**src/rtl/clkhf_sequencer_if.sv**
```systemverilog
// PMU <-> oscillator sequencer signal bundle.
// The PMU side drives the requests and the sequencer drives the pins and status.
interface clkhf_sequencer_if;
  logic        clkhf_powerup;
  logic        clkhf_enable;
  logic        osc_pu;
  logic        osc_en;
  logic        clk_ready;
  logic [2:0]  pwr_state;
  logic [15:0] pu_count;

  modport master (
    output clkhf_powerup, clkhf_enable,
    input  osc_pu, osc_en, clk_ready, pwr_state, pu_count
  );

  modport slave (
    input  clkhf_powerup, clkhf_enable,
    output osc_pu, osc_en, clk_ready, pwr_state, pu_count
  );
endinterface

```
**src/rtl/clkhf_sequencer.sv**
```systemverilog
// SB_HFOSC power/enable sequencer on the always-on slow clock.
// Enforces settle, drain and minimum-off times and reports when the fast clock is usable.
module clkhf_sequencer #(
  parameter int unsigned CNT_W    = 16,
  parameter int unsigned PU_DELAY = 4,
  parameter int unsigned EN_DELAY = 2,
  parameter int unsigned DRAIN    = 2,
  parameter int unsigned OFF_MIN  = 3
) (
  input  logic             slow_clk,
  input  logic             rst_n,
  clkhf_sequencer_if.slave bus
);

  typedef enum logic [2:0] {
    S_OFF     = 3'd0,
    S_PWRUP   = 3'd1,
    S_STANDBY = 3'd2,
    S_ENWAIT  = 3'd3,
    S_RUN     = 3'd4,
    S_DRAINST = 3'd5,
    S_PWRDN   = 3'd6
  } state_e;

  localparam logic [CNT_W-1:0] PU_LOAD    = CNT_W'(PU_DELAY - 1);
  localparam logic [CNT_W-1:0] EN_LOAD    = CNT_W'(EN_DELAY - 1);
  localparam logic [CNT_W-1:0] DRAIN_LOAD = CNT_W'(DRAIN - 1);
  localparam logic [CNT_W-1:0] OFF_LOAD   = CNT_W'(OFF_MIN - 1);

  state_e           state_q, state_d;
  logic [CNT_W-1:0] cnt_q, cnt_d;
  logic [15:0]      pu_cnt_q;
  logic             pu_q, en_q, rdy_q;
  logic             pu_d, en_d, rdy_d;
  logic             inc;
  logic             en_req;

  assign en_req = bus.clkhf_enable & bus.clkhf_powerup;

  always_comb begin
    state_d = state_q;
    cnt_d   = cnt_q;
    inc     = 1'b0;
    case (state_q)
      S_OFF: begin
        if (bus.clkhf_powerup) begin
          state_d = S_PWRUP;
          cnt_d   = PU_LOAD;
          inc     = 1'b1;
        end
      end
      // A power-up abort outranks settle completion so the pin drops on the next edge.
      S_PWRUP: begin
        if (!bus.clkhf_powerup) begin
          state_d = S_PWRDN;
          cnt_d   = OFF_LOAD;
        end else if (cnt_q == '0) begin
          state_d = S_STANDBY;
        end else begin
          cnt_d = cnt_q - CNT_W'(1);
        end
      end
      S_STANDBY: begin
        if (!bus.clkhf_powerup) begin
          state_d = S_PWRDN;
          cnt_d   = OFF_LOAD;
        end else if (en_req) begin
          state_d = S_ENWAIT;
          cnt_d   = EN_LOAD;
        end
      end
      S_ENWAIT: begin
        if (!en_req) begin
          state_d = S_STANDBY;
        end else if (cnt_q == '0) begin
          state_d = S_RUN;
        end else begin
          cnt_d = cnt_q - CNT_W'(1);
        end
      end
      S_RUN: begin
        if (!en_req) begin
          state_d = S_DRAINST;
          cnt_d   = DRAIN_LOAD;
        end
      end
      S_DRAINST: begin
        if (cnt_q == '0) state_d = S_STANDBY;
        else             cnt_d   = cnt_q - CNT_W'(1);
      end
      S_PWRDN: begin
        if (cnt_q == '0) state_d = S_OFF;
        else             cnt_d   = cnt_q - CNT_W'(1);
      end
      default: begin
        state_d = S_OFF;
        cnt_d   = '0;
      end
    endcase
  end

  // Pin levels are decoded from the next state so they register alongside it.
  always_comb begin
    pu_d  = 1'b0;
    en_d  = 1'b0;
    rdy_d = 1'b0;
    case (state_d)
      S_PWRUP, S_STANDBY:  pu_d = 1'b1;
      S_ENWAIT, S_DRAINST: begin
        pu_d = 1'b1;
        en_d = 1'b1;
      end
      S_RUN: begin
        pu_d  = 1'b1;
        en_d  = 1'b1;
        rdy_d = 1'b1;
      end
      default: ;
    endcase
  end

  always_ff @(posedge slow_clk) begin
    if (!rst_n) begin
      state_q  <= S_OFF;
      cnt_q    <= '0;
      pu_q     <= 1'b0;
      en_q     <= 1'b0;
      rdy_q    <= 1'b0;
      pu_cnt_q <= '0;
    end else begin
      state_q <= state_d;
      cnt_q   <= cnt_d;
      pu_q    <= pu_d;
      en_q    <= en_d;
      rdy_q   <= rdy_d;
      if (inc && (pu_cnt_q != '1)) pu_cnt_q <= pu_cnt_q + 16'd1;
    end
  end

  assign bus.osc_pu    = pu_q;
  assign bus.osc_en    = en_q;
  assign bus.clk_ready = rdy_q;
  assign bus.pwr_state = state_q;
  assign bus.pu_count  = pu_cnt_q;

endmodule

```
**src/flat_wrapper.sv**
```systemverilog
// flat-port wrapper written by rule: the top's interface ports become plain ports
module clkhf_sequencer_flat 
#(
  parameter int unsigned CNT_W    = 16,
  parameter int unsigned PU_DELAY = 4,
  parameter int unsigned EN_DELAY = 2,
  parameter int unsigned DRAIN    = 2,
  parameter int unsigned OFF_MIN  = 3
)
  (slow_clk, rst_n, bus_clkhf_powerup, bus_clkhf_enable, bus_osc_pu, bus_osc_en, bus_clk_ready, bus_pwr_state, bus_pu_count);
  clkhf_sequencer_if bus_i ();
  input  logic slow_clk;
  input  logic rst_n;
  input wire logic [$bits(bus_i.clkhf_powerup)-1:0] bus_clkhf_powerup;
  input wire logic [$bits(bus_i.clkhf_enable)-1:0] bus_clkhf_enable;
  output wire logic [$bits(bus_i.osc_pu)-1:0] bus_osc_pu;
  output wire logic [$bits(bus_i.osc_en)-1:0] bus_osc_en;
  output wire logic [$bits(bus_i.clk_ready)-1:0] bus_clk_ready;
  output wire logic [$bits(bus_i.pwr_state)-1:0] bus_pwr_state;
  output wire logic [$bits(bus_i.pu_count)-1:0] bus_pu_count;
  assign bus_i.clkhf_powerup = bus_clkhf_powerup;
  assign bus_i.clkhf_enable = bus_clkhf_enable;
  assign bus_osc_pu = bus_i.osc_pu;
  assign bus_osc_en = bus_i.osc_en;
  assign bus_clk_ready = bus_i.clk_ready;
  assign bus_pwr_state = bus_i.pwr_state;
  assign bus_pu_count = bus_i.pu_count;
  clkhf_sequencer #(.CNT_W(CNT_W), .PU_DELAY(PU_DELAY), .EN_DELAY(EN_DELAY), .DRAIN(DRAIN), .OFF_MIN(OFF_MIN)) u_core (.slow_clk(slow_clk), .rst_n(rst_n), .bus(bus_i));
endmodule
```
**config.mk**
```make
export PLATFORM = sky130hd
export DESIGN_NAME = clkhf_sequencer_flat
export DESIGN_NICKNAME = d
export VERILOG_FILES = /design/src/rtl/clkhf_sequencer_if.sv /design/src/rtl/clkhf_sequencer.sv /design/src/flat_wrapper.sv
export SDC_FILE = /design/constraint.sdc
export NUM_CORES = 1
export LEC_CHECK = 0
export CAP_MARGIN = 20
export CORE_ASPECT_RATIO = 0.6
export CORE_MARGIN = 1.5
export CORE_UTILIZATION = 59
export DETAILED_ROUTE_END_ITERATION = 10
export PLACE_DENSITY = 0.84
export SLEW_MARGIN = 20
export SYNTH_ARGS = -nofsm -noshare
export SYNTH_HDL_FRONTEND = slang
export SYNTH_SLANG_ARGS = --single-unit
```
**constraint.sdc**
```tcl
create_clock -name slow_clk -period 7.2 [get_ports slow_clk]
set_input_delay 1.08 -clock slow_clk [delete_from_list [all_inputs] [get_ports slow_clk]]
set_output_delay 1.08 -clock slow_clk [all_outputs]
set_load 0.01 [all_outputs]
```
==> reports/summary.log, run 1 <==
[power_and_ir_drop] PnR Total Power 1112 uW
[yosys] number of enable flip-flop cells after synthesis 0
[yosys] Post-Syn Area 2127 um^2
[clocking] clock buffers created by TritonCTS 5
[timing] Tmin final 3.580 ns
[global_route] vias in the first global route 1714
[layout] most common cell after layout, fill and taps aside sky130_fd_sc_hd__dfxtp_1
[timing] share of the cycle needed by the critical path after routing 49.72%
[yosys] async set or reset register ratio after synthesis 0%
[timing] Max-Slew Margin vs Limit 38.33%
[yosys] mean post-synth cell area 8.118 um^2
[worst_setup_path] cell type of the slowest stage on the worst timing path sky130_fd_sc_hd__or4b_2
[global_route] initial antenna violation count 0
[die] site row count 16
[global_route] global routing usage summed across all routing layers 27.86%
[die] core area 3343 um^2
[power_and_ir_drop] P_leak 0.0009688 uW
[layout] layout cell share with drive strength beyond 1 10.32%
[routing] initial DRC count 120
[clocking] htree depth 2
[die] floorplan die height 49.51 um
[routing] length of the first detailed-routing pass in iterations 5
[yosys] count of cell types in the netlist 44
[min_path] min-delay worst type reg2reg
[routing] total number of vias 2014
[yosys] post-synthesis sequential element count 38
[die] Die X-Extent 80.52 um
[placed_design] number of buffer cells added on primary ports 25
[yosys] number of instances in the synthesized netlist 262
[placed_design] routability congestion estimate from global placement 0.8888
[worst_setup_path] R2R Setup Slk 4.51 ns
[power_and_ir_drop] internal cell power 655.1 uW
[global_route] total congestion overflow after global routing 0
[clocking] clock tree root buffer cell sky130_fd_sc_hd__clkbuf_8
[worst_setup_path] Setup Crit Path Kind in2reg
[clocking] number of gates given a new drive strength after cts 0
[yosys] synthesized netlist net count 269
[placed_design] number of placed cells counting well taps 318
[timing] final total negative setup slack 0 ns
[clocking] Bufs on Longest Clock Path 2
[worst_setup_path] data arrival time of the critical path 3.77 ns
[power_and_ir_drop] share of total power in combinational logic 50.5%
[timing] count of pins over their slew limit 0
[layout] share of the core filled with cells in the final layout 75.71%
[layout] highest-count cells in the layout ignoring fill and taps sky130_fd_sc_hd__dfxtp_1 (38), sky130_fd_sc_hd__clkdlybuf4s50_1 (25), sky130_fd_sc_hd__a21oi_1 (22)
[timing] worst clock skew on the final layout 0.003520 ns
[power_and_ir_drop] worst-case vdd ir drop 0.2631 mV
[layout] number of standard cells in the final layout excluding fillers 326
[layout] final net count 287
[clocking] setup repair bufs after CTS 0
[yosys] total number of yosys warnings 0
[power_and_ir_drop] net switching component of the power 456.9 uW
[clocking] Sinks on Clock Net 38
[timing] worst-margin pin slew 0.9221 ns
[worst_setup_path] cells traversed along the worst timing path clkdlybuf4s50_1, or4b_2, or3_1, nor4_1, xor2_1, and2_1
[power_and_ir_drop] switching share of power 41.09%
[routing] DRC violation count after routing 0
[layout] Non-Filler Cell Area, Final 2531 um^2
[routing] routed length per instance 15.49 um
[worst_setup_path] critical-path maximum fanout 16
[die] die area 3986 um^2
[routing] number of vias per cell after detailed routing 6.178
[timing] number of hold violations in the final report 0
[layout] Antenna Diode Count 0
[clocking] Hold Buf Count CTS 0
[timing] RSZ-0062 raised after global routing no
[layout] Layout area overhead 19.00%
[routing] antenna violation net count after detailed routing 0
[worst_setup_path] sort of element at the end of the critical path register
[worst_setup_path] max incr delay on CP 0.79 ns
[worst_setup_path] startpoint type of the worst setup path input pin
[global_route] wire length of the first global-routing pass 8.445 mm
[clocking] source-to-sink clock delay at the later pin of the worst-skew pair 0.30 ns
[placed_design] placed inst area 2389 um^2
[power_and_ir_drop] total power divided by cell area 439.3 nW/um^2
[placed_design] sum of net half-perimeters after detailed placement 3.334 mm
[yosys] dominant synthesized flop cell sky130_fd_sc_hd__dfxtp_1
[die] count of pins on the block boundary 26
[clocking] clock tree from TritonCTS built
[job] number of maximum-capacitance violations 0
[outcome] outcome finished clean
[global_route] pin count of the biggest net entering global routing 29
[timing] Final setup violation count 0
[power_and_ir_drop] part of the power in the clock network 20.3%
[die] initial core utilization 63.62%
[clocking] clock transition at the registers of the reported paths 0.08 ns
[worst_setup_path] data required time of the critical path 7.39 ns
[power_and_ir_drop] fraction of power consumed by sequential logic 29.2%
[timing] Max Clk Rate 279.3 MHz
[routing] final wirelength 5.049 mm
[yosys] fraction of the yosys area taken by sequential cells 35.76%
==> registers in the layout (all words and copies together) (netlist names) <==
signal,flops
u_core.cnt_q,16
u_core.bus.pu_count,16
u_core.bus.osc_en,1
u_core.bus.pwr_state,3
u_core.bus.osc_pu,1
u_core.bus.clk_ready,1
==> layout make-up <==
cell class	count	area [um^2]
clock buffers	6	82.58
clock inverters	2	60.06
inverters	4	15.01
well taps	45	56.30
multi-input cells	203	1284
fillers	247	812.0
flip-flops and latches	38	760.7
repair buffers	28	272.8
==> synthesized netlist by cell type, types with 3 or more instances <==
library cell	number	share of area, %
sky130_fd_sc_hd__or3_2	3	1.1
sky130_fd_sc_hd__nand4_1	5	1.5
sky130_fd_sc_hd__ha_1	3	1.8
sky130_fd_sc_hd__nor4_1	6	1.8
sky130_fd_sc_hd__a21oi_1	22	5.2
sky130_fd_sc_hd__dfxtp_1	38	36
sky130_fd_sc_hd__buf_2	3	0.71
sky130_fd_sc_hd__or3_1	6	1.8
sky130_fd_sc_hd__o31ai_1	7	2.5
sky130_fd_sc_hd__o21ai_0	20	4.7
sky130_fd_sc_hd__or2_2	7	2.1
sky130_fd_sc_hd__nand3_1	10	2.4
sky130_fd_sc_hd__and2_1	15	4.4
sky130_fd_sc_hd__or4_1	8	2.8
sky130_fd_sc_hd__mux2i_1	3	1.4
sky130_fd_sc_hd__clkbuf_1	13	2.3
sky130_fd_sc_hd__or4b_2	3	1.4
sky130_fd_sc_hd__nor3_1	5	1.2
sky130_fd_sc_hd__inv_1	4	0.71
sky130_fd_sc_hd__nand4b_1	3	1.2
sky130_fd_sc_hd__nor2_1	12	2.1
sky130_fd_sc_hd__xor2_1	13	5.4
sky130_fd_sc_hd__nor2b_1	8	2.4
sky130_fd_sc_hd__nand2_1	16	2.8
==> worst max-delay path, delay by kind of cell <==
| family | cells | cell delay (ns) |
|---|---|---|
| xor gates and xnor gates | 1 | 0.13 |
| buffers and inverters | 1 | 0.78 |
| and+or+nand+nor | 4 | 1.79 |
==> worst paths after layout <==
check                                                        start                                   end  cells past startpoint
worst max-delay path                             bus_clkhf_powerup  u_core.bus.pu_count[14]$_SDFFE_PN0P_                      6
worst max register to register  u_core.bus.pwr_state[2]$_SDFF_PN0_          u_core.cnt_q[3]$_SDFFE_PN0P_                      5
worst min-delay path                 u_core.cnt_q[11]$_SDFFE_PN0P_         u_core.cnt_q[11]$_SDFFE_PN0P_                      2
worst min register to register       u_core.cnt_q[11]$_SDFFE_PN0P_         u_core.cnt_q[11]$_SDFFE_PN0P_                      2
==> power groups by stage <==
| stage | Sequential (uW) | Combinational, uW | Clock, uW |
|---|---|---|---|
| finish | 325 | 561 | 226 |
| global route | 336 | 627 | 237 |
| CTS | 323 | 554 | 228 |
| detailed placement | 325 | 540 | 0 |
| global placement | 324 | 530 | 0 |
| floorplan | 300 | 456 | 0 |
==> cells by family (layout without fill, tap and decap cells) <==
family | count (synthesis) | count (layout) | synth area share, %
compound gates | 61 | 61 | 16.77
xor+xnor | 15 | 15 | 6.177
fa+ha+maj | 3 | 3 | 1.765
buf+inv | 21 | 40 | 3.882
flops | 38 | 38 | 35.76
mux | 3 | 3 | 1.412
simple gates | 121 | 121 | 34.24
==> through the flow <==
| step | hold WS (ns) | worst slack, ns |
|---|---|---|
| floorplan | 0.4369 | 4.407 |
| global placement | 0.4584 | 3.485 |
| detailed placement | 0.4662 | 3.382 |
| CTS | 0.4751 | 3.644 |
| global route | 0.4995 | 3.430 |
| finish | 0.4775 | 3.620 |
==> layer usage <==
layer	global-route usage, %	share of wire (%)	up-vias
met5	0	0	-
met2	35.57	39	74
met4	8.908	1.8	0
li1	-	-	990
met3	6.296	6.2	11
met1	44.80	53	939
No activity file was read; power rests on OpenSTA's default activity.
==> inputs of run 2 (changes only) <==
CORE_UTILIZATION = 55   (was 59)
PLACE_DENSITY = 0.79   (was 0.84)
clock period = 3.47 ns   (was 7.2 ns; I/O delays follow)
==> reports/summary.log, run 2 (synthesis gave the netlist of run 1 again) <==
[die] count of pins on the block boundary 26 [unchanged]
[die] initial core utilization 57.80% [-5.8 points]
[routing] routed length per instance 14.77 um [-4.7%]
[clocking] setup repair bufs after CTS 0 [unchanged]
[timing] RSZ-0062 raised after global routing no
[timing] count of pins over their slew limit 0 [unchanged]
[outcome] outcome finished clean
[placed_design] number of buffer cells added on primary ports 25 [unchanged]
[power_and_ir_drop] net switching component of the power 974.5 uW [+110%]
[routing] antenna violation net count after detailed routing 0 [unchanged]
[global_route] initial antenna violation count 0 [unchanged]
[routing] DRC violation count after routing 0 [unchanged]
[job] number of maximum-capacitance violations 0 [unchanged]
[global_route] wire length of the first global-routing pass 8.314 mm [-1.6%]
[timing] Max-Slew Margin vs Limit 49.69% [+11 points]
[clocking] Bufs on Longest Clock Path 2 [unchanged]
[worst_setup_path] crit path buf inv count 1 [unchanged]
[power_and_ir_drop] total power divided by cell area 919.3 nW/um^2 [+110%]
[die] site row count 17 [+1]
[die] core area 3680 um^2 [+10%]
[timing] share of the cycle needed by the critical path after routing 83.32%
[min_path] min-delay worst type reg2reg
[power_and_ir_drop] P_leak 0.0009900 uW [+2.2%]
[worst_setup_path] Critical path origin bus_clkhf_powerup
[min_path] start point of the worst min-delay path u_core.cnt_q[11]$_SDFFE_PN0P_
[power_and_ir_drop] internal cell power 1385 uW [+110%]
[layout] number of standard cells in the final layout excluding fillers 333 [+2.1%]
[global_route] total congestion overflow after global routing 0 [unchanged]
[worst_setup_path] max incr delay on CP 0.78 ns [about the same]
[worst_setup_path] critical-path maximum fanout 16 [unchanged]
[timing] Final setup violation count 0 [unchanged]
[routing] length of the first detailed-routing pass in iterations 4 [-1]
[power_and_ir_drop] fraction of power consumed by sequential logic 27.9% [-1.3 points]
[timing] worst clock skew on the final layout 0.01592 ns [+0.01240 ns]
[die] floorplan die height 51.17 um [+3.4%]
[worst_setup_path] sort of element at the end of the critical path register
[clocking] source-to-sink clock delay at the later pin of the worst-skew pair 0.30 ns [about the same]
[worst_setup_path] data arrival time of the critical path 3.12 ns [-0.65 ns]
[routing] initial DRC count 99 [-18%]
[worst_setup_path] Setup Crit Path Kind in2reg
[layout] fill cell instance count of the final layout 295 [+19%]
[routing] total number of vias 1988 [-1.3%]
[layout] Layout area overhead 20.65%
[layout] Antenna Diode Count 0 [unchanged]
[worst_setup_path] startpoint type of the worst setup path input pin
[timing] number of hold violations in the final report 0 [unchanged]
[layout] most common cell after layout, fill and taps aside sky130_fd_sc_hd__dfxtp_1
[clocking] clock tree root buffer cell sky130_fd_sc_hd__clkbuf_8
[power_and_ir_drop] switching share of power 41.31% [+0.22 points]
[routing] final wirelength 4.917 mm [-2.6%]
[placed_design] routability congestion estimate from global placement 0.8288 [-6.8%]
[worst_setup_path] cells traversed along the worst timing path clkdlybuf4s50_1, or4b_2, nor4b_1, nor2b_1, mux2i_1
[routing] number of vias per cell after detailed routing 5.970 [-3.4%]
[clocking] number of gates given a new drive strength after cts 0 [unchanged]
[die] die area 4262 um^2 [+6.9%]
[worst_setup_path] cell type of the slowest stage on the worst timing path sky130_fd_sc_hd__clkdlybuf4s50_1
[layout] highest-count cells in the layout ignoring fill and taps sky130_fd_sc_hd__dfxtp_1 (38), sky130_fd_sc_hd__clkdlybuf4s50_1 (25), sky130_fd_sc_hd__a21oi_1 (22)
[global_route] global routing usage summed across all routing layers 24.68% [-3.2 points]
[power_and_ir_drop] worst-case vdd ir drop 0.5713 mV [+120%]
[clocking] clock tree from TritonCTS built
[clocking] clock buffers created by TritonCTS 5 [unchanged]
[timing] Tmin final 2.891 ns
[layout] layout cell share with drive strength beyond 1 11.89% [+1.6 points]
[placed_design] number of placed cells counting well taps 325 [+2.2%]
[clocking] htree depth 2 [unchanged]
[power_and_ir_drop] part of the power in the clock network 19.3% [-1.0 points]
[global_route] pin count of the biggest net entering global routing 29 [unchanged]
[placed_design] sum of net half-perimeters after detailed placement 3.380 mm [+1.4%]
[worst_setup_path] data required time of the critical path 3.70 ns [-3.69 ns]
[clocking] Sinks on Clock Net 38 [unchanged]
[die] Die X-Extent 83.29 um [+3.4%]
[power_and_ir_drop] share of total power in combinational logic 52.7% [+2.2 points]
[layout] final net count 292 [+1.7%]
[worst_setup_path] cell type group with the largest total delay on the critical path simple AND/OR/NAND/NOR gates
[timing] worst-margin pin slew 0.7442 ns [-0.1779 ns]
[global_route] vias in the first global route 1765 [+3.0%]
[clocking] clock transition at the registers of the reported paths 0.09 ns [about the same]
[timing] Max Clk Rate 345.9 MHz
[clocking] Hold Buf Count CTS 0 [unchanged]
[worst_setup_path] Reg-to-Reg Start u_core.cnt_q[2]$_SDFFE_PN0P_
[timing] final total negative setup slack 0 ns [unchanged]
[run 2: power by group through the flow]
stage               sequential (uW)  clock, uW  combinational [uW]
finish                          659        456                1240
detailed placement              664          0                1210
CTS                             655        459                1220
global route                    679        479                1360
floorplan                       622          0                 945
global placement                659          0                1180
[run 2: routing by layer]
| metal | global-route usage, % | vias to the layer above | wire (um) |
|---|---|---|---|
| met5 | 0 | - | 0 |
| met2 | 36.59 | 48 | 2063 |
| li1 | - | 1001 | - |
| met3 | 5.170 | 7 | 235 |
| met4 | 7.222 | 0 | 40 |
| met1 | 36.17 | 932 | 2578 |
[run 2: through the flow]
stage / hold slack (ns) / worst slack (ns) / total power [uW] / area [um^2] / utilization [%]
after CTS: 0.4720 / 0.6006 / 2339 / 2566 / 69.74
final: 0.4704 / 0.5786 / 2359 / 2566 / 69.74
after detailed placement: 0.4622 / 0.2875 / 1871 / 2429 / 66.00
after floorplan: 0.4369 / 1.058 / 1567 / 2127 / -
after global placement: 0.4553 / 0.3689 / 1840 / 2429 / 66.00
after global routing: 0.5011 / 0.3862 / 2516 / 2566 / 69.74
[run 2: tightest hold or removal path: stages, from the launching register on]
cell	delay, ns
sky130_fd_sc_hd__dfxtp_1	0.31
sky130_fd_sc_hd__o41ai_1	0.06
sky130_fd_sc_hd__a21oi_1	0.06
[run 2: final timing paths]
check                                          to  slack, ns  depth (start not counted)
max          u_core.bus.pu_count[15]$_SDFFE_PN0P_       0.58                          5
min                 u_core.cnt_q[11]$_SDFFE_PN0P_       0.47                          2
max reg2reg         u_core.cnt_q[14]$_SDFFE_PN0P_       0.82                          5
min reg2reg         u_core.cnt_q[11]$_SDFFE_PN0P_       0.47                          2
[run 2: layout make-up]
| cell class | instances | area, um^2 | share of cell area [%] |
|---|---|---|---|
| well taps | 47 | 58.81 | 2.292 |
| inverters | 4 | 15.01 | 0.5851 |
| clock inverters | 3 | 68.82 | 2.682 |
| multi-input cells | 203 | 1284 | 50.02 |
| flip-flops and latches | 38 | 760.7 | 29.64 |
| repair buffers | 33 | 310.3 | 12.09 |
| clock buffers | 5 | 68.82 | 2.682 |
